`src/rtl/throw_ctl_if.sv`:
```
// Signal bundle between throw_ctl and its neighbours: turn_manager, mouse front-end, draw and hit logic.
// No valid/ready pairs here: land_valid is a one-cycle pulse with no back-pressure, sinks must take it that cycle.
interface throw_ctl_if;
  logic [2:0]  turn;
  logic        mouse_left;
  logic        throw_flag;
  logic [5:0]  power;
  logic [11:0] proj_x;
  logic [11:0] proj_y;
  logic        proj_visible;
  logic [11:0] land_x;
  logic        land_valid;
  logic [1:0]  dbg_state;

  modport master (
    output turn, mouse_left,
    input  throw_flag, power, proj_x, proj_y, proj_visible, land_x, land_valid, dbg_state
  );

  modport slave (
    input  turn, mouse_left,
    output throw_flag, power, proj_x, proj_y, proj_visible, land_x, land_valid, dbg_state
  );
endinterface

```
`src/rtl/throw_ctl.sv`:
```
// Per-player throw controller: charges power while the mouse button is held, then steps the
// projectile along a discrete parabola and reports where it landed.
module throw_ctl #(
  parameter int PLAYER     = 1,
  parameter int START_X    = 100,
  parameter int START_Y    = 500,
  parameter int GROUND_Y   = 550,
  parameter int X_MIN      = 0,
  parameter int X_MAX      = 1023,
  parameter int POWER_MAX  = 63,
  parameter int CHARGE_DIV = 600000,
  parameter int STEP_DIV   = 1000000
) (
  input  logic        clk60MHz,
  input  logic        rst,
  throw_ctl_if.slave  bus
);
  localparam int CW = (CHARGE_DIV > 1) ? $clog2(CHARGE_DIV) : 1;
  localparam int SW = (STEP_DIV > 1) ? $clog2(STEP_DIV) : 1;
  localparam logic [CW-1:0]     CHARGE_LAST = CW'(CHARGE_DIV - 1);
  localparam logic [SW-1:0]     STEP_LAST   = SW'(STEP_DIV - 1);
  localparam logic signed [12:0] START_X_S  = 13'(START_X);
  localparam logic signed [12:0] START_Y_S  = 13'(START_Y);
  localparam logic signed [12:0] GROUND_Y_S = 13'(GROUND_Y);
  localparam logic signed [12:0] X_MIN_S    = 13'(X_MIN);
  localparam logic signed [12:0] X_MAX_S    = 13'(X_MAX);
  localparam logic [5:0]        POWER_MAX_V = 6'(POWER_MAX);
  localparam logic              PLAYER_BIT  = (PLAYER % 2) != 0;

  typedef enum logic [1:0] {
    IDLE   = 2'd0,
    CHARGE = 2'd1,
    FLIGHT = 2'd2,
    LAND   = 2'd3
  } state_e;

  state_e             state_q, state_d;
  logic               ml_q, ml_prev_q;
  logic [CW-1:0]      cdiv_q, cdiv_d;
  logic [SW-1:0]      sdiv_q, sdiv_d;
  logic [5:0]         power_q, power_d;
  logic signed [12:0] px_q, px_d, py_q, py_d;
  logic signed [7:0]  vy_q, vy_d;
  logic [4:0]         vx_q, vx_d;
  logic [11:0]        land_x_q, land_x_d;

  logic               my_turn, rise, fall;
  logic [5:0]         launch_pwr;
  logic signed [12:0] vx_s, vy_s, x_new, y_new, land_px, land_py;
  logic signed [7:0]  vy_next;
  logic               hit_ground, off_left, off_right;
  logic               unused_turn;

  assign unused_turn = ^bus.turn[2:1];
  assign my_turn     = (bus.turn[0] == PLAYER_BIT);
  // Edges are taken between two registered copies, so a release is seen one cycle after it happens.
  assign rise        = ml_q & ~ml_prev_q;
  assign fall        = ~ml_q & ml_prev_q;
  assign launch_pwr  = (power_q == 6'd0) ? 6'd1 : power_q;

  assign vx_s      = signed'({8'd0, vx_q});
  assign vy_s      = signed'({{5{vy_q[7]}}, vy_q});
  assign x_new     = PLAYER_BIT ? (px_q + vx_s) : (px_q - vx_s);
  assign y_new     = py_q - vy_s;
  assign vy_next   = (vy_q == -8'sd128) ? vy_q : (vy_q - 8'sd1);
  assign hit_ground = (y_new >= GROUND_Y_S);
  assign off_left  = (x_new < X_MIN_S);
  assign off_right = (x_new > X_MAX_S);
  assign land_px   = off_left ? X_MIN_S : (off_right ? X_MAX_S : x_new);
  assign land_py   = hit_ground ? GROUND_Y_S : y_new;

  always_comb begin
    state_d  = state_q;
    cdiv_d   = cdiv_q;
    sdiv_d   = sdiv_q;
    power_d  = power_q;
    px_d     = px_q;
    py_d     = py_q;
    vy_d     = vy_q;
    vx_d     = vx_q;
    land_x_d = land_x_q;
    case (state_q)
      IDLE: begin
        if (rise && my_turn) begin
          state_d = CHARGE;
          power_d = 6'd0;
          cdiv_d  = '0;
        end
      end
      CHARGE: begin
        // A release wins over losing the turn in the same cycle.
        if (fall) begin
          state_d = FLIGHT;
          power_d = launch_pwr;
          px_d    = START_X_S;
          py_d    = START_Y_S;
          vy_d    = signed'({2'b00, launch_pwr});
          vx_d    = {1'b0, launch_pwr[5:2]} + 5'd1;
          sdiv_d  = '0;
        end else if (!my_turn) begin
          state_d = IDLE;
          power_d = 6'd0;
        end else if (cdiv_q == CHARGE_LAST) begin
          cdiv_d = '0;
          if (power_q < POWER_MAX_V) power_d = power_q + 6'd1;
        end else begin
          cdiv_d = cdiv_q + CW'(1);
        end
      end
      FLIGHT: begin
        if (sdiv_q == STEP_LAST) begin
          sdiv_d = '0;
          vy_d   = vy_next;
          if (hit_ground || off_left || off_right) begin
            state_d  = LAND;
            px_d     = land_px;
            py_d     = land_py;
            land_x_d = land_px[11:0];
          end else begin
            px_d = x_new;
            py_d = y_new;
          end
        end else begin
          sdiv_d = sdiv_q + SW'(1);
        end
      end
      LAND:    state_d = IDLE;
      default: state_d = IDLE;
    endcase
  end

  always_ff @(posedge clk60MHz) begin
    if (!rst) begin
      state_q   <= IDLE;
      ml_q      <= 1'b0;
      ml_prev_q <= 1'b0;
      cdiv_q    <= '0;
      sdiv_q    <= '0;
      power_q   <= 6'd0;
      px_q      <= START_X_S;
      py_q      <= START_Y_S;
      vy_q      <= 8'sd0;
      vx_q      <= 5'd0;
      land_x_q  <= 12'd0;
    end else begin
      state_q   <= state_d;
      ml_q      <= bus.mouse_left;
      ml_prev_q <= ml_q;
      cdiv_q    <= cdiv_d;
      sdiv_q    <= sdiv_d;
      power_q   <= power_d;
      px_q      <= px_d;
      py_q      <= py_d;
      vy_q      <= vy_d;
      vx_q      <= vx_d;
      land_x_q  <= land_x_d;
    end
  end

  // throw_flag spans FLIGHT plus the LAND cycle; its fall is the turn-advance event.
  assign bus.throw_flag   = (state_q == FLIGHT) || (state_q == LAND);
  assign bus.proj_visible = (state_q == FLIGHT) || (state_q == LAND);
  assign bus.land_valid   = (state_q == LAND);
  assign bus.power        = power_q;
  assign bus.proj_x       = px_q[11:0];
  assign bus.proj_y       = py_q[11:0];
  assign bus.land_x       = land_x_q;
  assign bus.dbg_state    = state_q;
endmodule

```
`src/flat_wrapper.sv`:
```
// flat-port wrapper written by rule: the top's interface ports become plain ports
module throw_ctl_flat 
#(
  parameter int PLAYER     = 1,
  parameter int START_X    = 100,
  parameter int START_Y    = 500,
  parameter int GROUND_Y   = 550,
  parameter int X_MIN      = 0,
  parameter int X_MAX      = 1023,
  parameter int POWER_MAX  = 63,
  parameter int CHARGE_DIV = 600000,
  parameter int STEP_DIV   = 1000000
)
  (clk60MHz, rst, bus_turn, bus_mouse_left, bus_throw_flag, bus_power, bus_proj_x, bus_proj_y, bus_proj_visible, bus_land_x, bus_land_valid, bus_dbg_state);
  throw_ctl_if bus_i ();
  input  logic clk60MHz;
  input  logic rst;
  input wire logic [$bits(bus_i.turn)-1:0] bus_turn;
  input wire logic [$bits(bus_i.mouse_left)-1:0] bus_mouse_left;
  output wire logic [$bits(bus_i.throw_flag)-1:0] bus_throw_flag;
  output wire logic [$bits(bus_i.power)-1:0] bus_power;
  output wire logic [$bits(bus_i.proj_x)-1:0] bus_proj_x;
  output wire logic [$bits(bus_i.proj_y)-1:0] bus_proj_y;
  output wire logic [$bits(bus_i.proj_visible)-1:0] bus_proj_visible;
  output wire logic [$bits(bus_i.land_x)-1:0] bus_land_x;
  output wire logic [$bits(bus_i.land_valid)-1:0] bus_land_valid;
  output wire logic [$bits(bus_i.dbg_state)-1:0] bus_dbg_state;
  assign bus_i.turn = bus_turn;
  assign bus_i.mouse_left = bus_mouse_left;
  assign bus_throw_flag = bus_i.throw_flag;
  assign bus_power = bus_i.power;
  assign bus_proj_x = bus_i.proj_x;
  assign bus_proj_y = bus_i.proj_y;
  assign bus_proj_visible = bus_i.proj_visible;
  assign bus_land_x = bus_i.land_x;
  assign bus_land_valid = bus_i.land_valid;
  assign bus_dbg_state = bus_i.dbg_state;
  throw_ctl #(.PLAYER(PLAYER), .START_X(START_X), .START_Y(START_Y), .GROUND_Y(GROUND_Y), .X_MIN(X_MIN), .X_MAX(X_MAX), .POWER_MAX(POWER_MAX), .CHARGE_DIV(CHARGE_DIV), .STEP_DIV(STEP_DIV)) u_core (.clk60MHz(clk60MHz), .rst(rst), .bus(bus_i));
endmodule
```
`config.mk`:
```
export PLATFORM = sky130hd
export DESIGN_NAME = throw_ctl_flat
export DESIGN_NICKNAME = d
export VERILOG_FILES = /design/src/rtl/throw_ctl_if.sv /design/src/rtl/throw_ctl.sv /design/src/flat_wrapper.sv
export SDC_FILE = /design/constraint.sdc
export NUM_CORES = 1
export LEC_CHECK = 0
export CORE_ASPECT_RATIO = 1.25
export CORE_MARGIN = 4
export CORE_UTILIZATION = 58
export DETAILED_ROUTE_END_ITERATION = 6
export HOLD_SLACK_MARGIN = 0.05
export PLACE_DENSITY = 0.87
export SETUP_SLACK_MARGIN = 0.2
export SKIP_CTS_REPAIR_TIMING = 1
export SLEW_MARGIN = 20
export SYNTH_ARGS = -nofsm -noshare
export SYNTH_HDL_FRONTEND = slang
export SYNTH_SLANG_ARGS = --single-unit
```
`constraint.sdc`:
```
create_clock -name clk60MHz -period 3.5 [get_ports clk60MHz]
set_clock_uncertainty 0.2 [all_clocks]
set_input_delay 0.35 -clock clk60MHz [delete_from_list [all_inputs] [get_ports clk60MHz]]
set_output_delay 0.35 -clock clk60MHz [all_outputs]
set_load 0.01 [all_outputs]
```
## Yosys cells after proc, flatten, opt, wreduce, memory -nomap -nowiden

Index checks and enable logic that the tools add are counted.

| storage, ports and cells | value |
|---|---|
| register bits after elaboration | 101 |
| bits of input ports | 6 |
| word-level logic and storage cells | 94 |

| operators by class | value |
|---|---|
| add/subtract/negate cells | 7 |
| order comparisons | 4 |
| equal/unequal tests | 16 |
| muxes and demuxes | 36 |
| bitwise logic cells | 4 |
| reductions and logical operators | 16 |

Operator list:

| kind | number |
|---|---|
| 2-to-1 mux 20 bit | 6 |
| 2-to-1 mux 13 bit | 9 |
| case mux 20 bit (2 select lines) | 2 |
| case mux 13 bit (2 select lines) | 2 |
| adder 20 x 1 -> 20 bit, second input constant | 2 |
| == test 20 bit, second input constant | 2 |
| 2-to-1 mux 6 bit | 6 |
| 2-to-1 mux 8 bit | 3 |
| case mux 8 bit (2 select lines) | 1 |
| AND reduction 4 bit | 4 |
| adder 13 x 6 -> 13 bit | 1 |
| >= comparator 13 x 11 -> 1 bit, second input constant | 1 |
| > comparator 13 x 11 -> 1 bit, second input constant | 1 |
| less-than comparator 13 x 1 -> 1 bit, second input constant | 1 |
| subtractor 13 x 8 -> 13 bit | 1 |
| case mux 6 bit (2 select lines) | 1 |
| 2-to-1 mux 2 bit | 5 |
| == test 8 bit, second input constant | 1 |
| != test 2 x 1 -> 1 bit, second input constant | 4 |
| != test 4 x 2 -> 1 bit, second input constant | 2 |
| case mux 2 bit (4 select lines) | 1 |
| subtractor 8 x 2 -> 8 bit, second input constant | 1 |
| adder 6 x 1 -> 6 bit, second input constant | 1 |
| zero test 6 bit | 1 |
| 14 further kinds | 24 |

## Logic depth before layout (Yosys ltp)

Gate-level depths: netlist (run 1).

| logic depth | value |
|---|---|
| depth after elaboration | 7 |
| depth in mapped cells | 12 |
| mapped depth without buffers | 11 |

## Worst setup path after synthesis (run 1)

Ideal clock, no wire load.

| timing path | value |
|---|---|
| path kind | reg-to-reg |
| start | reg u_core.vy_q[7] |
| end | reg u_core.py_q[9] |
| setup time | 0.117 ns |
| arrival time | 2.765 ns |
| data required time | 3.183 ns |
| slack | 0.417 ns |
| cell stages (with the launch flop) | 12 |
| period minus slack after synthesis | 3.083 ns |
| cells stage by stage | dfxtp_1 -> inv_1 -> ha_1 -> a21o_1 -> a21o_1 -> or4_1 -> and4_4 -> a211o_1 -> o32ai_2 -> buf_6 -> o21ai_1 -> a32o_1 |

| on the way | value |
|---|---|
| word-level cells in the longest chain between the ends | 7 |

Ends and longest elaborated chain:

| element | RTL line | text |
|---|---|---|
| start, declared | throw_ctl.sv:43 | `logic signed [7:0] vy_q, vy_d;` |
| start signal, assigned | throw_ctl.sv:154 | `vy_q <= vy_d;` |
| subtractor 13 x 8 -> 13 bit (*) | throw_ctl.sv:64 | `assign y_new = py_q - vy_s;` |
| >= comparator 13 x 11 -> 1 bit | throw_ctl.sv:66 | `assign hit_ground = (y_new >= GROUND_Y_S);` |
| logical OR 1 bit (2 in a row) | throw_ctl.sv:114 | `if (hit_ground \|\| off_left \|\| off_right) begin` |
| 2-to-1 mux 13 bit (*) | throw_ctl.sv:114 |  |
| 2-to-1 mux 13 bit (*) | throw_ctl.sv:111 | `if (sdiv_q == STEP_LAST) begin` |
| case mux 13 bit (2 select lines) (*) | throw_ctl.sv:82 | `case (state_q)` |
| end signal, assigned | throw_ctl.sv:153 | `py_q <= py_d;` |
| end, declared | throw_ctl.sv:42 | `logic signed [12:0] px_q, px_d, py_q, py_d;` |

Every way passes the cells marked *; elsewhere a longest branch is shown, timed or not. The select of a mux whose other input is x is not followed.
A chain may end at the register's enable or synchronous reset.

## Final worst setup path (run 1)

| timing path | value |
|---|---|
| start | reg u_core.py_q[0] |
| end | reg u_core.land_x_q[9] (netlist: u_core.bus.land_x[9]) |

| on the way | value |
|---|---|
| word-level cells in the longest chain between the ends | 5 |

Ends and longest elaborated chain:

| element | RTL line | text |
|---|---|---|
| subtractor 13 x 8 -> 13 bit | throw_ctl.sv:64 |  |
| >= comparator 13 x 11 -> 1 bit | throw_ctl.sv:66 |  |
| logical OR 1 bit (2 in a row) | throw_ctl.sv:114 |  |
| AND reduction 3 bit (no source line) | n/a |  |
| end signal, assigned | throw_ctl.sv:156 | `land_x_q <= land_x_d;` |
| end, declared | throw_ctl.sv:45 | `logic [11:0] land_x_q, land_x_d;` |

Every way passes these cells.

==> flow_summary.ini, run 1 <==
[status]
outcome = completed

[timing]
slew_headroom_pct = 57.02
fin_crit_sh_pct = 91.12
finalSetupTns_ns = 0
grt_setup_unrepaired = true
slew_viol_final = 0
max_freq_mhz = 313.6
hold_viol = 0
post-route-min-period_ns = 3.189
worst_pin_slew_ns = 0.6426
setup_viol = 0

[floorplan]
pin_count = 53
start_util_pct = 59.21
floorplan.rows = 41
dieArea_sq_um = 11960
core-area_sq_um = 10050
die_x_um = 98.62
die_h_um = 121.3

[power_and_ir_drop]
power_mw = 2.302
cellPowerDensity_nw_per_um2 = 334.4
p_leak_nw = 2.576
worst_ir_drop_vdd_mv = 0.2548

[global_routing]
grt_pass1_vias = 5341
grt-ovfl-total = 0
grt_max_degree = 44
grt_use_total_pct = 23.93
antenna_found_initial = 0
grt_pass1_wl_mm = 23.79

[routing]
viasPerCell = 6.253
wire_per_inst_um = 16.45
drcViolationCount = 0
drt-initial-drc-count = 357
postRouteAntennaNets = 0
firstDrtPassIters = 5
wl_mm = 14.79
vias = 5621

[clock_network]
clock_latency_ns = 0.35
cts_tree = built
clock-sinks = 101
clockBufferDepth = 2
clockRootBuffer = clkbuf_16
cts_buffers = 9
cts_max_level = 3
clkTransAtPathRegs_ns = 0.07

[worst_setup_path]
worstPathRequired_ns = 3.58
crit_buf_inv = 2
worstSetupPathType = flip-flop to flip-flop
r2r-start = u_core.py_q[0]$_SDFFE_PN0P_
crit_arrival_ns = 3.27
r2r_cells = 12
worst_r2r_endpoint = u_core.bus.land_x[9]$_SDFFE_PN0P_
cp_top_family = compound AO/OA/AOI/OAI gates
slowest_stage = fa_1
critPathLaunchType = flip-flop
endpoint_kind = flip-flop
max_stage_delay_ns = 0.42
path_cells = inv_1, ha_1, fa_1, nand2b_4, a21oi_4, o21ai_0, and4_4, o21bai_1, nor2b_1, o31ai_4, clkbuf_16, mux2i_1
crit_path_max_fanout = 6
reg2reg_slack_ns = 0.31

[yosys]
synthTopCellsByArea = dfxtp_1 (34%), nor2_1 (6.1%), ha_1 (5.9%)
synth_edf_count = 0
ys_ff_latch = 101
syn-num-nets = 773
ys.warnings.count = 0
synth_largest_area_cell = dfxtp_1
syn_area_sq_um = 5953
syn_inst = 737
yosysTopAreaCellShare_pct = 33.96
synth_cell_types = 66
ys_seq_area_share_pct = 33.96
async_reset_ff_share_pct = 0
synth_ff_type = dfxtp_1
synth_area_per_cell_sq_um = 8.078

[layout]
antenna_cells = 0
drive_above_1_share_pct = 9.481
syn_to_final_growth_pct = 15.62
final_cell_mix = nor2_1 (96), dfxtp_1 (96), nand2_1 (69), clkdlybuf4s50_1 (50), a21oi_1 (45)
final_nets = 801

[placed_design]
dpl.hpwl_mm = 10.44
io_buffers = 50
place_congestion = 0.8809

[flow_run]
cap_violations = 0

[min_path]
hp-class = flip-flop to flip-flop
hold_path_depth = 2
hp-start = u_core.bus.land_x[2]$_SDFFE_PN0P_
min_to = u_core.bus.land_x[2]$_SDFFE_PN0P_
-- registers in the layout (all words and copies together) (netlist names), named ones only --
register,flops
u_core.vx_q,5
u_core.px_q,13
u_core.cdiv_q,20
u_core.sdiv_q,20
u_core.vy_q,8
u_core.ml_q,1
u_core.bus.land_x,12
u_core.py_q,13
u_core.ml_prev_q,1
u_core.bus.power,6
u_core.bus.dbg_state,1
-- worst max path at each step --
| stage | endpoint | slack (ns) | from | cells past startpoint |
|---|---|---|---|---|
| 2_1_floorplan | u_core.py_q[9]$_SDFFE_PN0P_ | 0.42 | u_core.vy_q[7]$_SDFFE_PN0P_ | 11 |
| 6_report | u_core.bus.land_x[9]$_SDFFE_PN0P_ | 0.31 | u_core.py_q[0]$_SDFFE_PN0P_ | 12 |
| 4_1_cts | u_core.bus.land_x[9]$_SDFFE_PN0P_ | 0.10 | u_core.py_q[0]$_SDFFE_PN0P_ | 12 |
| 5_1_grt | u_core.bus.land_x[9]$_SDFFE_PN0P_ | 0.13 | u_core.vy_q[1]$_SDFFE_PN0P_ | 11 |
| 3_5_place_dp | u_core.bus.land_x[9]$_SDFFE_PN0P_ | 0.12 | u_core.py_q[0]$_SDFFE_PN0P_ | 12 |
| 3_3_place_gp | u_core.py_q[2]$_SDFFE_PN1P_ | 0.24 | u_core.py_q[0]$_SDFFE_PN0P_ | 12 |
-- routing by layer --
metal  track usage (%)  part of all wire [%]  vias up  wire length [um]
met3             3.738                   6.1       49               903
met4             12.30                   3.4        0               496
li1                  -                     -     2669                 -
met5                 0                     0        -                 0
met1             26.91                    39     2671              5812
met2             43.27                    51      232              7575
-- Yosys cell counts (all sizes together) (13+ instances only) --
cell / number
a21oi: 48
and3: 14
buf: 30
clkbuf: 23
dfxtp: 101
ha: 28
inv: 25
mux2i: 13
nand2: 69
nand3: 28
nor2: 96
o21ai: 30
xnor2: 21
xor2: 30
-- area by class of cell --
class / count / area, sq um
fillers: 781 / 3172
inverters: 25 / 96.34
well taps: 129 / 161.4
clock inverters: 7 / 56.30
flip-flops and latches: 101 / 2031
multi-input cells: 558 / 3637
repair buffers: 70 / 675.6
clock buffers: 9 / 225.2
-- worst min-delay path, delay by kind of cell (launching register included) --
family	cells	cell delay [ns]
flip-flops	1	0.31
multiplexers	1	0.06
AND/OR/NAND/NOR	1	0.05
-- power by group --
group          total (mW)  internal [mW]  switching (mW)
Combinational       0.173         0.0555           0.118
Clock               0.963          0.493           0.471
Sequential           1.16           1.15         0.00996
Total                2.30           1.70           0.598
-- per-stage QoR --
stage / area [sq um] / hold WS [ns] / utilization, % / cells / setup WS (ns)
after floorplan: 5953 / 0.2356 / - / 737 / 0.4172
after global placement: 6430 / 0.2469 / 63.95 / 878 / 0.2442
after detailed placement: 6430 / 0.2575 / 63.95 / 878 / 0.1227
after CTS: 6711 / 0.2680 / 66.75 / 894 / 0.1022
final: 6883 / 0.2634 / 68.45 / 899 / 0.3108
after global routing: 6883 / 0.2928 / 68.45 / 899 / 0.1286
-- cell families (layout without fill, tap and decap cells) --
kind of cell	Yosys count	in the layout	share of synthesized area (%)
AOI/OAI and AO/OA	170	170	19.27
xor gates and xnor gates	51	51	7.503
adders and majority gates	30	30	6.557
buffers and inverters	78	111	6.788
DFF	101	101	33.96
muxes	13	13	2.186
and+or+nand+nor	294	294	23.73
No activity file was read; power rests on OpenSTA's default activity.
==> run 2, diff against run 1 <==
--- a/config.mk
+++ b/config.mk
@@ -8,6 +8,7 @@
 export CORE_ASPECT_RATIO = 1.25
 export CORE_MARGIN = 4
 export CORE_UTILIZATION = 58
+export CTS_BUF_LIST = sky130_fd_sc_hd__clkbuf_16
 export DETAILED_ROUTE_END_ITERATION = 6
 export HOLD_SLACK_MARGIN = 0.05
 export PLACE_DENSITY = 0.87
==> results of run 2 <==
No change in the layout: final DEF, timing and power equal those of run 1.
